File: config.mk
export PLATFORM = sky130hd
export DESIGN_NAME = stream_arbiter
export DESIGN_NICKNAME = d
export VERILOG_FILES = /design/src/rtl/stream_pkg.sv /design/src/rtl/rr_priority_select.sv /design/src/rtl/stream_arbiter.sv
export SDC_FILE = /design/constraint.sdc
export NUM_CORES = 1
export LEC_CHECK = 0
export CAP_MARGIN = 10
export CORE_AREA = 2 2 132 134
export CTS_CLUSTER_DIAMETER = 30
export DETAILED_ROUTE_END_ITERATION = 10
export DIE_AREA = 0 0 134 136
export PLACE_DENSITY = 0.65
export SYNTH_ARGS = -nofsm -noshare
export SYNTH_HDL_FRONTEND = slang
export SYNTH_SLANG_ARGS = --single-unit
File: constraint.sdc
create_clock -name i_clk -period 3.9 [get_ports i_clk]
set_input_delay 0.975 -clock i_clk [delete_from_list [all_inputs] [get_ports i_clk]]
set_output_delay 0.975 -clock i_clk [all_outputs]
set_load 0.05 [all_outputs]
File: src/rtl/stream_pkg.sv
// Shared constants for the uplink stream merger: packet type codes, port indices, FSM states.
// Latency: n/a (declarations only).
// Backpressure: n/a.
package stream_pkg;

    localparam logic [7:0] PKT_TYPE_PLAYER = 8'h01;
    localparam logic [7:0] PKT_TYPE_BULLET = 8'h02;
    localparam logic [7:0] PKT_TYPE_ENEMY  = 8'h03;
    localparam logic [7:0] PKT_TYPE_RSVD   = 8'h04;

    localparam logic [1:0] PORT_PLAYER = 2'd0;
    localparam logic [1:0] PORT_BULLET = 2'd1;
    localparam logic [1:0] PORT_RSVD   = 2'd2;
    localparam logic [1:0] PORT_ENEMY  = 2'd3;

    typedef enum logic {
        ST_IDLE = 1'b0,
        ST_LOCK = 1'b1
    } arb_state_e;

    // Type code stamped into the low data byte for a given producer port.
    function automatic logic [7:0] pkt_type(input logic [1:0] port);
        logic [7:0] code;
        case (port)
            PORT_PLAYER: code = PKT_TYPE_PLAYER;
            PORT_BULLET: code = PKT_TYPE_BULLET;
            PORT_RSVD:   code = PKT_TYPE_RSVD;
            default:     code = PKT_TYPE_ENEMY;
        endcase
        return code;
    endfunction

endpackage

File: src/rtl/rr_priority_select.sv
// Round-robin pick: first requester scanning upward from (last+1) with wrap.
// Latency: purely combinational.
// Backpressure: none; the caller decides when the pick is used.
module rr_priority_select (
    input  logic [3:0] i_req,
    input  logic [1:0] i_last,
    output logic [1:0] o_grant,
    output logic       o_found
);

    // Scan the four positions after the last winner; the first requester wins.
    always_comb begin
        logic [1:0] idx;
        idx     = '0;
        o_grant = '0;
        o_found = 1'b0;
        for (int i = 1; i <= 4; i++) begin
            idx = i_last + 2'(i);
            if (!o_found && i_req[idx]) begin
                o_grant = idx;
                o_found = 1'b1;
            end
        end
    end

endmodule

File: src/rtl/stream_arbiter.sv
// Packet-aware 4:1 stream merger: round-robin at packet boundaries, registered output slice.
// Latency: one cycle from input beat acceptance to output valid; one idle cycle between packets.
// Backpressure: granted port ready = output empty or downstream ready; other ports held off.
module stream_arbiter #(
    parameter int DATA_W     = 64,
    parameter int STAMP_TYPE = 0
) (
    input  logic              i_clk,
    input  logic              i_rst,
    input  logic [DATA_W-1:0] i_s_axis_port0_tdata,
    input  logic              i_s_axis_port0_tvalid,
    input  logic              i_s_axis_port0_tlast,
    output logic              o_s_axis_port0_tready,
    input  logic [DATA_W-1:0] i_s_axis_port1_tdata,
    input  logic              i_s_axis_port1_tvalid,
    input  logic              i_s_axis_port1_tlast,
    output logic              o_s_axis_port1_tready,
    input  logic [DATA_W-1:0] i_s_axis_port2_tdata,
    input  logic              i_s_axis_port2_tvalid,
    input  logic              i_s_axis_port2_tlast,
    output logic              o_s_axis_port2_tready,
    input  logic [DATA_W-1:0] i_s_axis_port3_tdata,
    input  logic              i_s_axis_port3_tvalid,
    input  logic              i_s_axis_port3_tlast,
    output logic              o_s_axis_port3_tready,
    output logic [DATA_W-1:0] o_m_axis_tdata,
    output logic              o_m_axis_tvalid,
    output logic              o_m_axis_tlast,
    input  logic              i_m_axis_tready,
    output logic [1:0]        o_grant,
    output logic              o_busy
);
    import stream_pkg::*;

    arb_state_e        state_q, state_d;
    logic [1:0]        grant_q, grant_d;
    logic [1:0]        rr_last_q, rr_last_d;
    logic [DATA_W-1:0] m_dat_q, m_dat_d;
    logic              m_vld_q, m_vld_d;
    logic              m_last_q, m_last_d;

    logic [DATA_W-1:0] in_dat [4];
    logic [3:0]        in_vld;
    logic [3:0]        in_last;
    logic [DATA_W-1:0] sel_dat;
    logic              sel_vld;
    logic              sel_last;
    logic              in_rdy;
    logic              beat_acc;
    logic [1:0]        arb_grant;
    logic              arb_found;

    assign in_dat[0] = i_s_axis_port0_tdata;
    assign in_dat[1] = i_s_axis_port1_tdata;
    assign in_dat[2] = i_s_axis_port2_tdata;
    assign in_dat[3] = i_s_axis_port3_tdata;
    assign in_vld    = {i_s_axis_port3_tvalid, i_s_axis_port2_tvalid,
                        i_s_axis_port1_tvalid, i_s_axis_port0_tvalid};
    assign in_last   = {i_s_axis_port3_tlast, i_s_axis_port2_tlast,
                        i_s_axis_port1_tlast, i_s_axis_port0_tlast};

    rr_priority_select u_rr_sel (
        .i_req   (in_vld),
        .i_last  (rr_last_q),
        .o_grant (arb_grant),
        .o_found (arb_found)
    );

    // Only the locked port is visible; the slice accepts when empty or draining this cycle.
    always_comb begin
        sel_dat  = in_dat[grant_q];
        sel_vld  = in_vld[grant_q];
        sel_last = in_last[grant_q];
        in_rdy   = (state_q == ST_LOCK) && (!m_vld_q || i_m_axis_tready);
        beat_acc = in_rdy && sel_vld;
    end

    assign o_s_axis_port0_tready = in_rdy && (grant_q == PORT_PLAYER);
    assign o_s_axis_port1_tready = in_rdy && (grant_q == PORT_BULLET);
    assign o_s_axis_port2_tready = in_rdy && (grant_q == PORT_RSVD);
    assign o_s_axis_port3_tready = in_rdy && (grant_q == PORT_ENEMY);

    // Arbitrate only from IDLE; release the lock and advance rotation on the tlast beat.
    always_comb begin
        state_d   = state_q;
        grant_d   = grant_q;
        rr_last_d = rr_last_q;
        case (state_q)
            ST_IDLE: begin
                if (arb_found) begin
                    state_d = ST_LOCK;
                    grant_d = arb_grant;
                end
            end
            ST_LOCK: begin
                if (beat_acc && sel_last) begin
                    state_d   = ST_IDLE;
                    rr_last_d = grant_q;
                end
            end
            default: state_d = ST_IDLE;
        endcase
    end

    // Output slice: load on accept, drop valid once drained, otherwise hold.
    always_comb begin
        m_dat_d  = m_dat_q;
        m_vld_d  = m_vld_q;
        m_last_d = m_last_q;
        if (beat_acc) begin
            m_dat_d = sel_dat;
            if (STAMP_TYPE != 0) begin
                m_dat_d[7:0] = pkt_type(grant_q);
            end
            m_vld_d  = 1'b1;
            m_last_d = sel_last;
        end else if (i_m_axis_tready) begin
            m_vld_d  = 1'b0;
            m_last_d = 1'b0;
        end
    end

    // State registers; reset drops any in-flight output beat and restarts rotation at port 0.
    always_ff @(posedge i_clk or posedge i_rst) begin
        if (i_rst) begin
            state_q   <= ST_IDLE;
            grant_q   <= PORT_PLAYER;
            rr_last_q <= PORT_ENEMY;
            m_dat_q   <= '0;
            m_vld_q   <= 1'b0;
            m_last_q  <= 1'b0;
        end else begin
            state_q   <= state_d;
            grant_q   <= grant_d;
            rr_last_q <= rr_last_d;
            m_dat_q   <= m_dat_d;
            m_vld_q   <= m_vld_d;
            m_last_q  <= m_last_d;
        end
    end

    assign o_m_axis_tdata  = m_dat_q;
    assign o_m_axis_tvalid = m_vld_q;
    assign o_m_axis_tlast  = m_last_q;
    assign o_grant         = grant_q;
    assign o_busy          = (state_q == ST_LOCK);

endmodule
-- Yosys cells after proc, flatten, opt, wreduce, memory -nomap -nowiden
Index checks and enable logic that the tools add are counted.
- $add $sub $neg: 3
- multiply operators: 0
- div/mod/pow operators: 0
- $lt $le $gt $ge: 6
- eq/ne operators: 3
- shift operators: 0
- mux-type cells: 29
- bitwise gates (word level): 2
- reductions and logical operators: 19
- operators with widths (cell ; number):
    64-bit binary-select mux with 2-bit select ; 1
    64-bit two-way mux ; 2
    2-bit by 3-bit < comparator with 1-bit output (second input constant) ; 5
    1-bit two-way mux ; 15
    1-bit binary-select mux with 2-bit select ; 6
    1-bit logical AND ; 10
    2-bit two-way mux ; 4
    2-bit adder (second input constant) ; 2
    2-bit equality test (second input constant) ; 2
    1-bit logical NOT ; 4
    2-bit AND reduction ; 2
    3-bit greater-or-equal comparator (second input constant) ; 1
    2-bit inverter with 3-bit output ; 1
    2-bit by 1-bit adder with 2-bit output (second input constant) ; 1
    2-bit by 1-bit equality test with 1-bit output (second input constant) ; 1
    2-bit logical NOT ; 1
    1-bit case mux with 2 select lines ; 1
    2-bit nonzero test ; 1
    1-bit logical OR ; 1
    1-bit inverter ; 1
- register bits after elaboration: 71
- bits in latches: 0
- RAM bits: 0
- bits in read-only memories: 0
- memories kept: 0

-- Logic depth before layout (Yosys ltp)
- depth after elaboration: 15
- gate-level depth with buffers: 6
- mapped depth without buffers: 3

-- By module
Synthesis repeated with hierarchy kept, for this count alone.
- cells, all modules: 256
- area total of the unflattened synthesis: 4362.9 um^2
- by module, submodules not included (module ; times used ; cells an instance ; area an instance (um^2) ; sequential area each (um^2)):
    stream_arbiter ; 1 ; 242 ; 4271.6 ; 1779.2
    rr_priority_select ; 1 ; 14 ; 91.3 ; 0.0

-- Least setup slack after synthesis
Ideal clock, no wire load.
- path type: register -> output
- from: register grant_q[0] (netlist: o_grant[0])
- to: output port o_s_axis_port1_tready
- arrival time: 2.303 ns
- slack: 0.622 ns
- cell stages (with the launch flop): 5
- path buffers: 2
- cells stage by stage: dfrtp_1 > buf_2 > buf_2 > inv_1 > nor3_1
- word-level cells in the longest chain between the ends: 2
- RTL lines (item ; line ; RTL):
    start, declared ; stream_arbiter.sv:36 ; logic [1:0] grant_q, grant_d;
    start signal, assigned ; stream_arbiter.sv:134 ; grant_q <= grant_d;
    2-bit by 1-bit equality test with 1-bit output ; stream_arbiter.sv:79 ; assign o_s_axis_port1_tready = in_rdy && (grant_q == PORT_BULLET);
    1-bit logical AND ; stream_arbiter.sv:79 ;
    end, declared ; stream_arbiter.sv:17 ; output logic o_s_axis_port1_tready,
No other way between the ends.

-- Final worst setup path
- from: input port i_m_axis_tready
- to: output port o_s_axis_port1_tready
- word-level cells in the longest chain between the ends: 3
- RTL lines (item ; line ; RTL):
    start, declared ; stream_arbiter.sv:29 ; input logic i_m_axis_tready,
    1-bit logical OR ; stream_arbiter.sv:74 ; in_rdy = (state_q == ST_LOCK) && (!m_vld_q || i_m_axis_tready);
    1-bit logical AND ; stream_arbiter.sv:74 ;
    1-bit logical AND ; stream_arbiter.sv:79 ;
No other way between the ends.

==> results.md <==
* Status: finished clean
* Setup CP Type: input port to primary output
* Clock skew at 6.41 ps
* Net switching power at 3.04 mW
* Commonest cells after routing, fill and taps aside: clkdlybuf4s50_1, dfrtp_1, mux4_2
* Post-CTS setup buffer count at 0
* Number of buffers created by CTS at 9
* Worst-skew pair later-pin latency at 330 ps
* Initial antenna violation count at 0
* First-pass GRT wire length at 24700 µm
* Initial core utilization at 0.268
* Clk pin slew, worst setup/hold paths at 60 ps
* Rel. slew slack at 0.581
* Multiplexer share of the synthesized area at 0.520
* Startpoint Class: input port
* # DRC at 0
* Switching Share at 0.435
* Global route overflow at 0
* Buffers on Ports at 339
* Vias post-DR at 3844
* GRT Total Usage at 0.178
* Post-route clock period utilization at 0.839
* # Max-Cap Violations at 0
* Num rows at 48
* DRT Pass-1 Iters at 4
* Met3 wire len at 1310 µm
* Core area at 16900 µm²
* Slowest CP cell: clkdlybuf4s50_1
* Largest net degree at the start of global routing at 40
* CTS HTree Levels at 3
* Yosys reg bits at 71
* Final Hold Viols at 0
* Post-synthesis xor/xnor area fraction at 0
* FMAX at 305 MHz
* Area of the mapped netlist at 4520 µm²
* Share of layout cells above drive strength 1 at 0.265
* VDD IR-drop max at 0.445 mV
* Clk sink count at 71
* Final layout net count at 862
* Met1 WL at 6140 µm
* PD cells at 832 nW/µm²
* Routed wire length at 16100 µm
* Fin util at 0.498
* ANT cells at 0
* Internal power at 3.96 mW
* Worst-Margin Slew at 627 ps
* Final Max Slew Viols at 0
* Sequential share of the synthesized area at 0.394
* Post-synth EDFFs at 0
* Setup TNS at 0 ps
* Detailed placer's ending HPWL at 13100 µm
* # hold bufs at CTS at 0
* Routed Antenna Nets at 0
* Top_reg_cell synth: dfrtp_1
* Max stage delay on crit path at 470 ps
* Logic pwr share at 0.674
* Worst Path Arrival at 2300 ps
* FF-to-FF Start: o_grant[1]
* CTS tree: yes
* Clock share of power at 0.126
* Worst path top cell family by delay: buffers and inverters
* I/O Pins at 340
* Synth top area cells: dfrtp_1, mux4_2, mux2_4, mux2_2, mux2_1
* Placer Congestion at 0.797
* Die Ht at 136 µm
* Static leakage at 3.30 nW
* Adder-Cell Fraction of Synth Area at 0
* Yosys top cell by area: dfrtp_1
* WP buf/inv at 2
* Syn_nets at 528
* Critical Path RT at 2920 ps
* Synth Instances at 261
* Vias per inst at 4.67
* CTS resizes at 0
* Final Critical Period at 3270 ps
* DRT iter0 DRCs at 101
* Largest family of logic cells by synthesized area: multiplexers
* Met2 WL at 8380 µm
* Compound-Gate Fraction of Synth Area at 0.0133
* Seq pwr share at 0.201
* Critical path capture point type: primary output
* Area grow syn2layout at 86.1%
* Syn_area_per_cell at 17.3 µm²
* Fillers at 1447
* Unrepaired setup endpoints after global routing: false
* Die width at 134 µm
* Synth unique cells at 31
* Most common cell after layout, fill and taps aside: clkdlybuf4s50_1
* Worst-path fanout max at 5
* Die footprint at 18200 µm²
* Final setup viols at 0
* Top layer in use: met4
* Worst-path cell chain: clkdlybuf4s50_1, nand2b_1, nand2_1, nor3_1, buf_12
* Root Buffer: clkbuf_16
* FFs w/ async S/R, synth at 1.00
* Crit path from: i_m_axis_tready
* Hold_sp: o_m_axis_tdata[63]
* Vias in the first global route at 4393
* Routed length per instance at 19.6 µm
* Hold slack at 488 ps
* Area after DPL at 8100 µm²
* Finished Cell Area at 8410 µm²
* Clock buffer depth at 2
* Yosys top cell area share at 0.382
* Post-synthesis simple-gate area fraction at 0.0266
* Synth warnings at 0
* Hold Crit Class: flop to flop
==> registers in the layout, indices dropped and copies added (netlist names) <==
name             cells
o_m_axis_tvalid      1
o_m_axis_tlast       1
o_busy               1
o_grant              2
rr_last_q            2
o_m_axis_tdata      64
==> per-stage QoR <==
stage	setup WS [ps]	std cells	total power [mW]
finish	626	824	7.00
global route	534	824	7.35
CTS	620	824	7.10
detailed placement	620	809	6.18
global placement	646	809	6.13
floorplan	622	261	4.81
==> cell families (layout without fill, tap and decap cells) <==
logic type / after synthesis / after routing
AOI/OAI and AO/OA: 8 / 8
and+or+nand+nor: 23 / 23
muxes: 132 / 132
buffers and inverters: 27 / 365
DFF: 71 / 71
==> worst reg2reg max path: stages, from the launching register on <==
cell	delay, ps
dfrtp_4	420
buf_4	400
mux4_2	620
nand3_4	120
buf_4	380
mux2_2	420
==> path summary, 6_finish.rpt <==
check,end,slack (ps),depth (start not counted)
worst max-delay path,o_s_axis_port1_tready,630,5
worst min-delay path,o_m_axis_tdata[63],490,1
worst max register to register,o_m_axis_tdata[28],1430,5
worst min register to register,o_m_axis_tdata[63],490,1
max in group asynchronous,o_grant[0],1990,3
min in group asynchronous,o_m_axis_tdata[62],1040,2
==> power groups by stage <==
stage	clock network [mW]	logic [mW]	registers, mW
2_1_floorplan	0	2.18	2.63
3_3_place_gp	0	4.73	1.40
3_5_place_dp	0	4.77	1.42
4_1_cts	0.905	4.78	1.41
5_1_grt	0.936	4.95	1.47
6_report	0.879	4.72	1.41
==> layer usage <==
| metal | track usage | vias to the layer above |
|---|---|---|
| met4 | 0.0632 | 0 |
| li1 | - | 1726 |
| met2 | 0.315 | 195 |
| met1 | 0.209 | 1902 |
| met5 | 0 | - |
| met3 | 0.0477 | 21 |
==> synth_stat cells, types with 3 or more instances <==
library cell  instances
inv_1                 3
mux4_2               66
nor2b_1               3
nor2_1                7
clkbuf_1              6
mux2_2               28
mux2_4               32
mux2_1                6
nand2_1               3
buf_4                 4
buf_2                 6
buf_12                3
nand2b_1              3
dfrtp_1              69
==> final cells by class <==
class	instances	area (µm²)	share of cell area
repair buffers	347	3480	0.414
multi-input cells	163	2540	0.302
flip-flops and latches	71	1790	0.212
well taps	225	282	0.0335
clock buffers	11	243	0.0289
clock inverters	4	70.1	0.00833
inverters	3	12.5	0.00149
Note: power is estimated with default switching activity, not from simulation.
